File: config.mk
export PLATFORM = sky130hd
export DESIGN_NAME = seven_segment_scanner
export DESIGN_NICKNAME = d
export VERILOG_FILES = /design/src/rtl/seven_segment_scanner_pkg.sv /design/src/rtl/seven_segment_scanner_decoder.sv /design/src/rtl/seven_segment_scanner.sv
export SDC_FILE = /design/constraint.sdc
export NUM_CORES = 1
export LEC_CHECK = 0
export CORE_UTILIZATION = 51
export CTS_BUF_LIST = sky130_fd_sc_hd__clkbuf_16
export DETAILED_ROUTE_END_ITERATION = 10
export PLACE_DENSITY = 0.82
export SETUP_SLACK_MARGIN = 0.02
export SLEW_MARGIN = 20
export SYNTH_ARGS = -nofsm -noshare
export SYNTH_HDL_FRONTEND = slang
export SYNTH_HIERARCHICAL = 1
export SYNTH_SLANG_ARGS = --single-unit
File: constraint.sdc
create_clock -name clk -period 6.8 [get_ports clk]
set_input_delay 0.68 -clock clk [delete_from_list [all_inputs] [get_ports clk]]
set_output_delay 0.68 -clock clk [all_outputs]
set_load 0.01 [all_outputs]
File: src/rtl/seven_segment_scanner_pkg.sv
// Shared types and constants for the multiplexed seven-segment scanner.
// Segment patterns are built active-high here and inverted at the pins.
package seven_segment_scanner_pkg;

    typedef enum logic {
        ST_BLANK = 1'b0,
        ST_SHOW  = 1'b1
    } state_e;

    localparam logic [6:0] SEG_OFF = 7'h7F;

    localparam int SEG_A = 0;
    localparam int SEG_B = 1;
    localparam int SEG_C = 2;
    localparam int SEG_D = 3;
    localparam int SEG_E = 4;
    localparam int SEG_F = 5;
    localparam int SEG_G = 6;

    // Places individual lit segments at their bit positions (1 = lit).
    function automatic logic [6:0] seg_lit(
        input logic a,
        input logic b,
        input logic c,
        input logic d,
        input logic e,
        input logic f,
        input logic g
    );
        logic [6:0] v;
        v        = '0;
        v[SEG_A] = a;
        v[SEG_B] = b;
        v[SEG_C] = c;
        v[SEG_D] = d;
        v[SEG_E] = e;
        v[SEG_F] = f;
        v[SEG_G] = g;
        return v;
    endfunction

endpackage

File: src/rtl/seven_segment_scanner_decoder.sv
// Combinational hex nibble to active-low seven-segment pattern (a..g at bits 0..6).
module seven_segment_decoder
    import seven_segment_scanner_pkg::*;
(
    input  logic [3:0] nibble_i,
    output logic [6:0] seg_o
);

    logic [6:0] lit;

    always_comb begin
        lit = '0;
        case (nibble_i)
            4'h0: lit = seg_lit(1'b1, 1'b1, 1'b1, 1'b1, 1'b1, 1'b1, 1'b0);
            4'h1: lit = seg_lit(1'b0, 1'b1, 1'b1, 1'b0, 1'b0, 1'b0, 1'b0);
            4'h2: lit = seg_lit(1'b1, 1'b1, 1'b0, 1'b1, 1'b1, 1'b0, 1'b1);
            4'h3: lit = seg_lit(1'b1, 1'b1, 1'b1, 1'b1, 1'b0, 1'b0, 1'b1);
            4'h4: lit = seg_lit(1'b0, 1'b1, 1'b1, 1'b0, 1'b0, 1'b1, 1'b1);
            4'h5: lit = seg_lit(1'b1, 1'b0, 1'b1, 1'b1, 1'b0, 1'b1, 1'b1);
            4'h6: lit = seg_lit(1'b1, 1'b0, 1'b1, 1'b1, 1'b1, 1'b1, 1'b1);
            4'h7: lit = seg_lit(1'b1, 1'b1, 1'b1, 1'b0, 1'b0, 1'b0, 1'b0);
            4'h8: lit = seg_lit(1'b1, 1'b1, 1'b1, 1'b1, 1'b1, 1'b1, 1'b1);
            4'h9: lit = seg_lit(1'b1, 1'b1, 1'b1, 1'b1, 1'b0, 1'b1, 1'b1);
            4'hA: lit = seg_lit(1'b1, 1'b1, 1'b1, 1'b0, 1'b1, 1'b1, 1'b1);
            4'hB: lit = seg_lit(1'b0, 1'b0, 1'b1, 1'b1, 1'b1, 1'b1, 1'b1);
            4'hC: lit = seg_lit(1'b1, 1'b0, 1'b0, 1'b1, 1'b1, 1'b1, 1'b0);
            4'hD: lit = seg_lit(1'b0, 1'b1, 1'b1, 1'b1, 1'b1, 1'b0, 1'b1);
            4'hE: lit = seg_lit(1'b1, 1'b0, 1'b0, 1'b1, 1'b1, 1'b1, 1'b1);
            4'hF: lit = seg_lit(1'b1, 1'b0, 1'b0, 1'b0, 1'b1, 1'b1, 1'b1);
            default: lit = '0;
        endcase
        seg_o = ~lit;
    end

endmodule

File: src/rtl/seven_segment_scanner.sv
// Multiplexed common-anode display driver: advances one digit per scan_clk rising edge,
// with an all-dark blanking gap between digits to suppress ghosting.
module seven_segment_scanner
    import seven_segment_scanner_pkg::*;
#(
    parameter int DIGIT_COUNT           = 4,
    parameter int DIGIT_INDEX_BIT_WIDTH = 2,
    parameter int BLANK_CYCLES          = 16,
    parameter int BLANK_BIT_WIDTH       = 5
) (
    input  logic                             clk,
    input  logic                             reset_n,
    input  logic                             scan_clk,
    input  logic [4*DIGIT_COUNT-1:0]         digits,
    input  logic [DIGIT_COUNT-1:0]           dots,
    input  logic [DIGIT_COUNT-1:0]           digit_enable,
    output logic [6:0]                       seg,
    output logic                             dp,
    output logic [DIGIT_COUNT-1:0]           anode,
    output logic [DIGIT_INDEX_BIT_WIDTH-1:0] digit_index
);

    localparam int BLANK_RELOAD = (BLANK_CYCLES == 0) ? 0 : BLANK_CYCLES - 1;
    localparam logic [BLANK_BIT_WIDTH-1:0] BLANK_RELOAD_V = BLANK_BIT_WIDTH'(BLANK_RELOAD);
    localparam logic [DIGIT_INDEX_BIT_WIDTH-1:0] LAST_INDEX = DIGIT_INDEX_BIT_WIDTH'(DIGIT_COUNT - 1);

    logic                             sync1_q;
    logic                             sync2_q;
    logic                             sync3_q;
    logic                             rise;

    state_e                           state_q;
    logic [BLANK_BIT_WIDTH-1:0]       blank_cnt_q;
    logic [DIGIT_INDEX_BIT_WIDTH-1:0] index_q;
    logic [6:0]                       seg_q;
    logic                             dp_q;
    logic [DIGIT_COUNT-1:0]           anode_q;

    logic [DIGIT_INDEX_BIT_WIDTH-1:0] index_d;
    logic [DIGIT_INDEX_BIT_WIDTH-1:0] load_index;
    logic [3:0]                       nibbles [DIGIT_COUNT];
    logic [3:0]                       load_nibble;
    logic [6:0]                       load_pattern;
    logic [DIGIT_COUNT-1:0]           anode_sel;
    logic [6:0]                       seg_d;
    logic                             dp_d;
    logic [DIGIT_COUNT-1:0]           anode_d;

    assign rise    = sync2_q & ~sync3_q;
    assign index_d = (index_q == LAST_INDEX) ? '0 : index_q + 1'b1;

    // From BLANK the index has already advanced; a direct load from SHOW uses the next one.
    assign load_index = (state_q == ST_SHOW) ? index_d : index_q;

    generate
        for (genvar gi = 0; gi < DIGIT_COUNT; gi++) begin : g_digit
            assign nibbles[gi]   = digits[4*gi +: 4];
            assign anode_sel[gi] = (load_index != DIGIT_INDEX_BIT_WIDTH'(gi));
        end
    endgenerate

    assign load_nibble = nibbles[load_index];

    seven_segment_decoder u_decoder (
        .nibble_i (load_nibble),
        .seg_o    (load_pattern)
    );

    always_comb begin
        seg_d   = SEG_OFF;
        dp_d    = 1'b1;
        anode_d = '1;
        if (digit_enable[load_index]) begin
            seg_d   = load_pattern;
            dp_d    = ~dots[load_index];
            anode_d = anode_sel;
        end
    end

    always_ff @(posedge clk or negedge reset_n) begin
        if (!reset_n) begin
            sync1_q     <= 1'b0;
            sync2_q     <= 1'b0;
            sync3_q     <= 1'b0;
            state_q     <= ST_BLANK;
            blank_cnt_q <= BLANK_RELOAD_V;
            index_q     <= '0;
            seg_q       <= SEG_OFF;
            dp_q        <= 1'b1;
            anode_q     <= '1;
        end else begin
            sync1_q <= scan_clk;
            sync2_q <= sync1_q;
            sync3_q <= sync2_q;
            case (state_q)
                ST_BLANK: begin
                    // Any rise seen here is intentionally dropped.
                    if (blank_cnt_q == '0) begin
                        seg_q   <= seg_d;
                        dp_q    <= dp_d;
                        anode_q <= anode_d;
                        state_q <= ST_SHOW;
                    end else begin
                        blank_cnt_q <= blank_cnt_q - 1'b1;
                    end
                end
                ST_SHOW: begin
                    if (rise) begin
                        index_q <= index_d;
                        if (BLANK_CYCLES == 0) begin
                            seg_q   <= seg_d;
                            dp_q    <= dp_d;
                            anode_q <= anode_d;
                        end else begin
                            seg_q       <= SEG_OFF;
                            dp_q        <= 1'b1;
                            anode_q     <= '1;
                            blank_cnt_q <= BLANK_RELOAD_V;
                            state_q     <= ST_BLANK;
                        end
                    end
                end
            endcase
        end
    end

    assign seg         = seg_q;
    assign dp          = dp_q;
    assign anode       = anode_q;
    assign digit_index = index_q;

endmodule

==> results of run 1 <==
==> stage by stage <==
stage / total power, mW / cell area [sq um] / cells / setup WS [ns]
global placement: 0.8030 / 1834 / 183 / 4.015
global route: 1.021 / 1909 / 187 / 3.644
finish: 0.9544 / 1909 / 187 / 3.829
detailed placement: 0.8322 / 1834 / 183 / 3.880
CTS: 0.9631 / 1914 / 187 / 3.855
floorplan: 0.6896 / 1451 / 120 / 4.313
==> final timing paths <==
path | endpoint | cells past startpoint
min | sync2_q | 0
min reg2reg | sync2_q | 0
max in group asynchronous | seg[2] | 1
min in group asynchronous | digit_index[1] | 1
max reg2reg | seg[0] | 9
max | seg[0] | 9
==> power by group <==
group | internal (mW) | switching (mW)
Combinational | 0.298 | 0.261
Clock | 0.0790 | 0.0451
Sequential | 0.214 | 0.0575
Total | 0.591 | 0.364
==> area by class of cell <==
type,count,area [sq um],share of cell area [%]
clock buffers,3,75.07,3.932
clock inverters,1,5.005,0.2621
inverters,6,22.52,1.180
multi-input cells,84,778.2,40.76
flip-flops and latches,23,595.6,31.19
well taps,30,37.54,1.966
repair buffers,40,395.4,20.71
==> Yosys cell counts, types with 2 or more instances <==
cell / instances / share of area [%]
inv_1: 6 / 1.6
nand4b_1: 2 / 1.2
dfrtp_1: 7 / 12
ha_1: 8 / 6.9
nor2b_1: 2 / 0.86
dfstp_2: 16 / 29
mux2_2: 2 / 1.6
nor3_1: 4 / 1.4
xnor2_1: 2 / 1.2
a22o_1: 2 / 1.2
nor2_2: 3 / 1.3
a21oi_1: 2 / 0.69
mux2i_1: 8 / 5.5
o22a_1: 10 / 6.0
buf_6: 3 / 2.3
nor3b_1: 4 / 2.1
mux4_2: 5 / 7.8
buf_2: 2 / 0.69
nand2_1: 6 / 1.6
nor2_1: 4 / 1.0
==> sequential cells by signal, summed over array words and instances (netlist names) <==
| signal | cells |
|---|---|
| state_q | 1 |
| blank_cnt_q | 5 |
| sync2_q | 1 |
| seg | 7 |
| dp | 1 |
| sync3_q | 1 |
| anode | 4 |
| digit_index | 2 |
| sync1_q | 1 |
==> cells by family (layout without fill, tap and decap cells) <==
group / Yosys count / count (layout) / share of synthesized area [%]
compound gates: 24 / 24 / 13.97
xor+xnor: 3 / 3 / 3.104
fa+ha+maj: 8 / 8 / 6.897
mux: 16 / 16 / 15.60
flops: 23 / 23 / 41.03
buf+inv: 13 / 50 / 5.345
simple gates: 33 / 33 / 14.05
==> routing by layer <==
metal | global-route usage [%] | routed length [um] | vias to the layer above
li1 | - | - | 522
met1 | 24.66 | 1317 | 538
met2 | 42.17 | 1703 | 16
met3 | 4.450 | 70 | 4
met4 | 6.071 | 41 | 0
met5 | 0 | 0 | -
==> summary.md, run 1 <==
| Metric | Value |
|---|---|
| Worst-path cell chain | `ha_1, mux2i_1, mux4_2, inv_1, ha_1, nor2b_1, or3b_1, o21ai_1, o22a_1` |
| Die width | `about 55 um` |
| Vias | `1080` |
| Crit-path slowest cell | `dfrtp_1` |
| Full die area | `3063 sq um` |
| IO buf count | `40` |
| Setup-failing EPs final | `0` |
| Slew HR | `between 40% and 50%` |
| Largest net degree at the start of global routing | `24` |
| Layout cells sized above 1 | `between 20% and 30%` |
| Startpoint Class | `flop` |
| Worst Path Arrival | `3.17 ns` |
| Synthesized Nets | `155` |
| Clock skew | `0.003735 ns` |
| Number of synthesized flops with an enable pin | `0` |
| Post-synthesis cell count | `120` |
| Initial antenna violation count | `0` |
| Root Buffer | `clkbuf_16` |
| # rows | `18` |
| Die height | `approximately 55 um` |
| Worst Path Required | `7.00 ns` |
| Area of the core | `2590 sq um` |
| Final Hold Fails | `0` |
| GPL Wtd Cong | `approximately 0.77` |
| Final core utilization | `73.72%` |
| Gr usage total | `roughly 22%` |
| Vias in the first global route | `1104` |
| Seq/Total Area, Yosys | `41.03%` |
| DR WL/cell | `16.75 um` |
| Syn Area/Cell | `12.09 sq um` |
| Iter 0 DRT Violations | `15` |
| Pleak | `between 0.7 and 0.8 nW` |
| Setup CP Type | `reg2reg` |
| Min-delay worst type | `reg2reg` |
| Layout area overhead | `31.55%` |
| Reg2Reg Setup Slack | `~3.8 ns` |
| Mapped Area | `1451 sq um` |
| RSZ-0062 raised after global routing | `false` |
| Grt total ovfl | `0` |
| Setup Fix Bufs, Post-CTS | `0` |
| # fillers | `174` |
| Synth cell types | `42` |
| RR Startpoint | `digit_index[0]` |
| Hold slack | `0.3600 ns` |
| Max Transition Viols Final | `0` |
| DPL Wire Length | `2423 um` |
| Clk sinks | `23` |
| Worst-Skew Late Latency | `0.25 ns` |
| Worst slew pin tran | `0.8468 ns` |
| Post-route antenna net violation count | `0` |
| Most used cell, CP | `ha_1` |
| CTS Buf Count | `3` |
| DRT Pass-1 Iters | `4` |
| Worst-path clk slew | `0.06 ns` |
| Synth Register Bits | `23` |
| Synth warn | `6` |
| CP max stage delay | `between 0.6 and 0.7 ns` |
| Final worst-path cycle share | `43.68%` |
| PD cells | `approximately 500 nW/um^2` |
| Main synth FF type | `dfstp_2` |
| Ports | `41` |
| Largest delay share family, worst path | `multiplexers` |
| Crit-path max FO | `12` |
| CTS Hold Bufs | `0` |
| Max-cap violations | `0` |
| Initial Util | `56.04%` |
| DRC | `0` |
| CP Buf/Inv Count | `1` |
| Setup crit end kind | `flop` |
| Fmax achieved | `between 300 and 400 MHz` |
| CTS tree | `done` |
| Post-route minimum period | `~3.0 ns` |
| Ys async rst share | `100.0%` |
| CTS Buffer Depth | `2` |
| Nets | `193` |
| Hold path startpoint | `sync1_q` |
| Outcome | `complete, no violations` |
| Gates resized, CTS repair | `0` |
| Drt total wl | `3133 um` |
| Post-route setup TNS | `0 ns` |
| Commonest non-fill, non-tap cell in the layout | `clkdlybuf4s50_1` |
| Max IR drop VDD | `0.0003906 V` |
| Critical path origin | `digit_index[0]` |
| Vias per std cell | `5.775` |
| H-Tree Depth | `1` |
| Diode count | `0` |
| First-pass GRT wire length | `approximately 5300 um` |
| Most frequent cells in the layout | `39 x clkdlybuf4s50_1, 16 x dfstp_2, 10 x o22a_1` |
No activity file was read; power rests on OpenSTA's default activity.
==> run 2: changes to the inputs <==
- CORE_UTILIZATION: 51 -> 43
- PLACE_DENSITY: 0.82 -> 0.73
- clock period: 6.8 -> 2.5 ns (I/O delays scaled with it)
==> summary.md, run 2 (synthesis gave the netlist of run 1 again) <==
| Metric | Value |
|---|---|
| Outcome | `complete, no violations` |
| Clock power share | `11.6%` |
| RR Startpoint | `digit_index[0]` |
| DPL Wire Length | `2587 um` |
| Setup CP Type | `reg2reg` |
| Clock skew | `0.001604 ns` |
| Hold slack | `0.3569 ns` |
| H-Tree Depth | `1` |
| Setup-failing EPs final | `0` |
| Final Hold Fails | `0` |
| RSZ-0062 raised after global routing | `true` |
| CTS Buf Count | `3` |
| Max Transition Viols Final | `0` |
| Post-route antenna net violation count | `0` |
| Final core utilization | `65.28%` |
| First-pass GRT wire length | `5430 um` |
| Nets | `205` |
| # fillers | `between 200 and 300` |
| DR WL/cell | `15.23 um` |
| Worst-Skew Late Latency | `0.25 ns` |
| Seq pwr share | `between 20% and 30%` |
| Clk sinks | `23` |
| Startpoint Class | `flop` |
| Most frequent cells in the layout | `40 x clkdlybuf4s50_1, 16 x dfstp_2, 11 x buf_4` |
| Setup crit end kind | `flop` |
| Multi-input gate area | `795.8 sq um` |
| Die height | `60.10 um` |
| Layout area overhead | `40.69%` |
| Internal | `1.770 mW` |
| Layout cells sized above 1 | `30.18%` |
| CTS tree | `done` |
| # rows | `20` |
| Area of the core | `3128 sq um` |
| Sw Ratio | `between 30% and 40%` |
| IO buf count | `40` |
| Vias per std cell | `5.282` |
| GPL Wtd Cong | `0.8250` |
| Max reg flops | `7` |
| Commonest non-fill, non-tap cell in the layout | `clkdlybuf4s50_1` |
| Final worst-path cycle share | `97.57%` |
| Ports | `41` |
| Die width | `60.10 um` |
| Max IR drop VDD | `0.0007334 V` |
| Slew HR | `46.18%` |
| Worst Path Required | `2.68 ns` |
| DRT Pass-1 Iters | `4` |
| Min-delay worst type | `reg2reg` |
| Initial Util | `46.40%` |
| Fmax achieved | `410.0 MHz` |
| PD cells | `1378 nW/um^2` |
| Grt total ovfl | `0` |
| Register area | `595.6 sq um` |
| Diode count | `0` |
| Initial antenna violation count | `0` |
| DRC | `0` |
| Vias in the first global route | `1176` |
| Drt total wl | `3245 um` |
| Root Buffer | `clkbuf_16` |
| CTS Buffer Depth | `2` |
| Pleak | `0.8371 nW` |
| Worst Path Arrival | `between 2 and 3 ns` |
| Full die area | `3611 sq um` |
| Hold path startpoint | `sync1_q` |
| Largest net degree at the start of global routing | `18` |
| Max-cap violations | `0` |
| Worst-path clk slew | `about 0.050 ns` |
| Critical path origin | `digit_index[0]` |
| Vias | `1125` |
| Crit-path max FO | `4` |
| Gr usage total | `20.79%` |
| CTS Hold Bufs | `0` |
| Comb pwr share | `64.4%` |
| Post-route minimum period | `roughly 2.4 ns` |
| P_sw | `1.043 mW` |
| Iter 0 DRT Violations | `56` |
| Worst slew pin tran | `0.7960 ns` |
run 2: cell types whose count changed in the layout (fill, tap and decap cells not counted), moves of 2 or more:
cell / previous run / this run
inv_2: 0 / 2
ha_1: 8 / 6
ha_2: 0 / 2
buf_4: 0 / 11
run 2: layout make-up:
type	instances	area share, %
Clock inverter	1	0.1838
Inverter	6	1.103
Sequential cell	23	29.17
Tap cell	44	2.696
Timing Repair Buffer	52	24.20
Clock buffer	3	3.676
Multi-Input combinational cell	84	38.97
run 2: worst paths after layout:
| check | end | slack [ns] | cells past startpoint |
|---|---|---|---|
| hold reg to reg | sync2_q | 0.36 | 0 |
| min in group asynchronous | blank_cnt_q[4] | 0.45 | 1 |
| setup reg to reg | seg[3] | 0.06 | 7 |
| max in group asynchronous | seg[6] | 1.38 | 2 |
| setup / recovery | seg[3] | 0.06 | 7 |
| hold / removal | sync2_q | 0.36 | 0 |
run 2: layer usage:
metal / vias up / global-route usage (%) / routed length, um
li1: 545 / - / -
met1: 548 / 21.84 / 1237
met2: 26 / 40.48 / 1861
met3: 6 / 4.545 / 89
met4: 0 / 6.312 / 57
met5: - / 0 / 0
run 2: timing repair:
item,4_1_cts,5_1_grt
buffers inserted,0,4
pin swaps,0,1
setup endpoints to repair,1,2
resized for setup,1,5
run 2: power groups by stage:
stage | Sequential (mW) | Combinational (mW) | Clock, mW
finish | 0.676 | 1.81 | 0.326
CTS | 0.676 | 1.73 | 0.337
detailed placement | 0.679 | 1.71 | 0
global route | 0.693 | 1.98 | 0.348
floorplan | 0.705 | 1.18 | 0
global placement | 0.669 | 1.63 | 0
run 2: through the flow:
| stage | worst slack (ns) | power (mW) | setup TNS [ns] | instances | area (sq um) |
|---|---|---|---|---|---|
| 2_1_floorplan | 0.03968 | 1.887 | 0 | 120 | 1455 |
| 3_3_place_gp | 0.1139 | 2.296 | 0 | 205 | 1916 |
| 3_5_place_dp | -0.01114 | 2.386 | -0.01114 | 205 | 1916 |
| 4_1_cts | 0.04515 | 2.748 | 0 | 209 | 2003 |
| 5_1_grt | 0.004754 | 3.024 | 0 | 213 | 2042 |
| 6_report | 0.06068 | 2.813 | 0 | 213 | 2042 |
run 2: worst max-delay path, cell delays in order (launching register included):
cell and delay, ns:
dfrtp_1 0.39, ha_1 0.37, mux2i_4 0.20, mux4_2 0.38, buf_4 0.17, ha_2 0.19
mux4_2 0.49, o22a_1 0.17
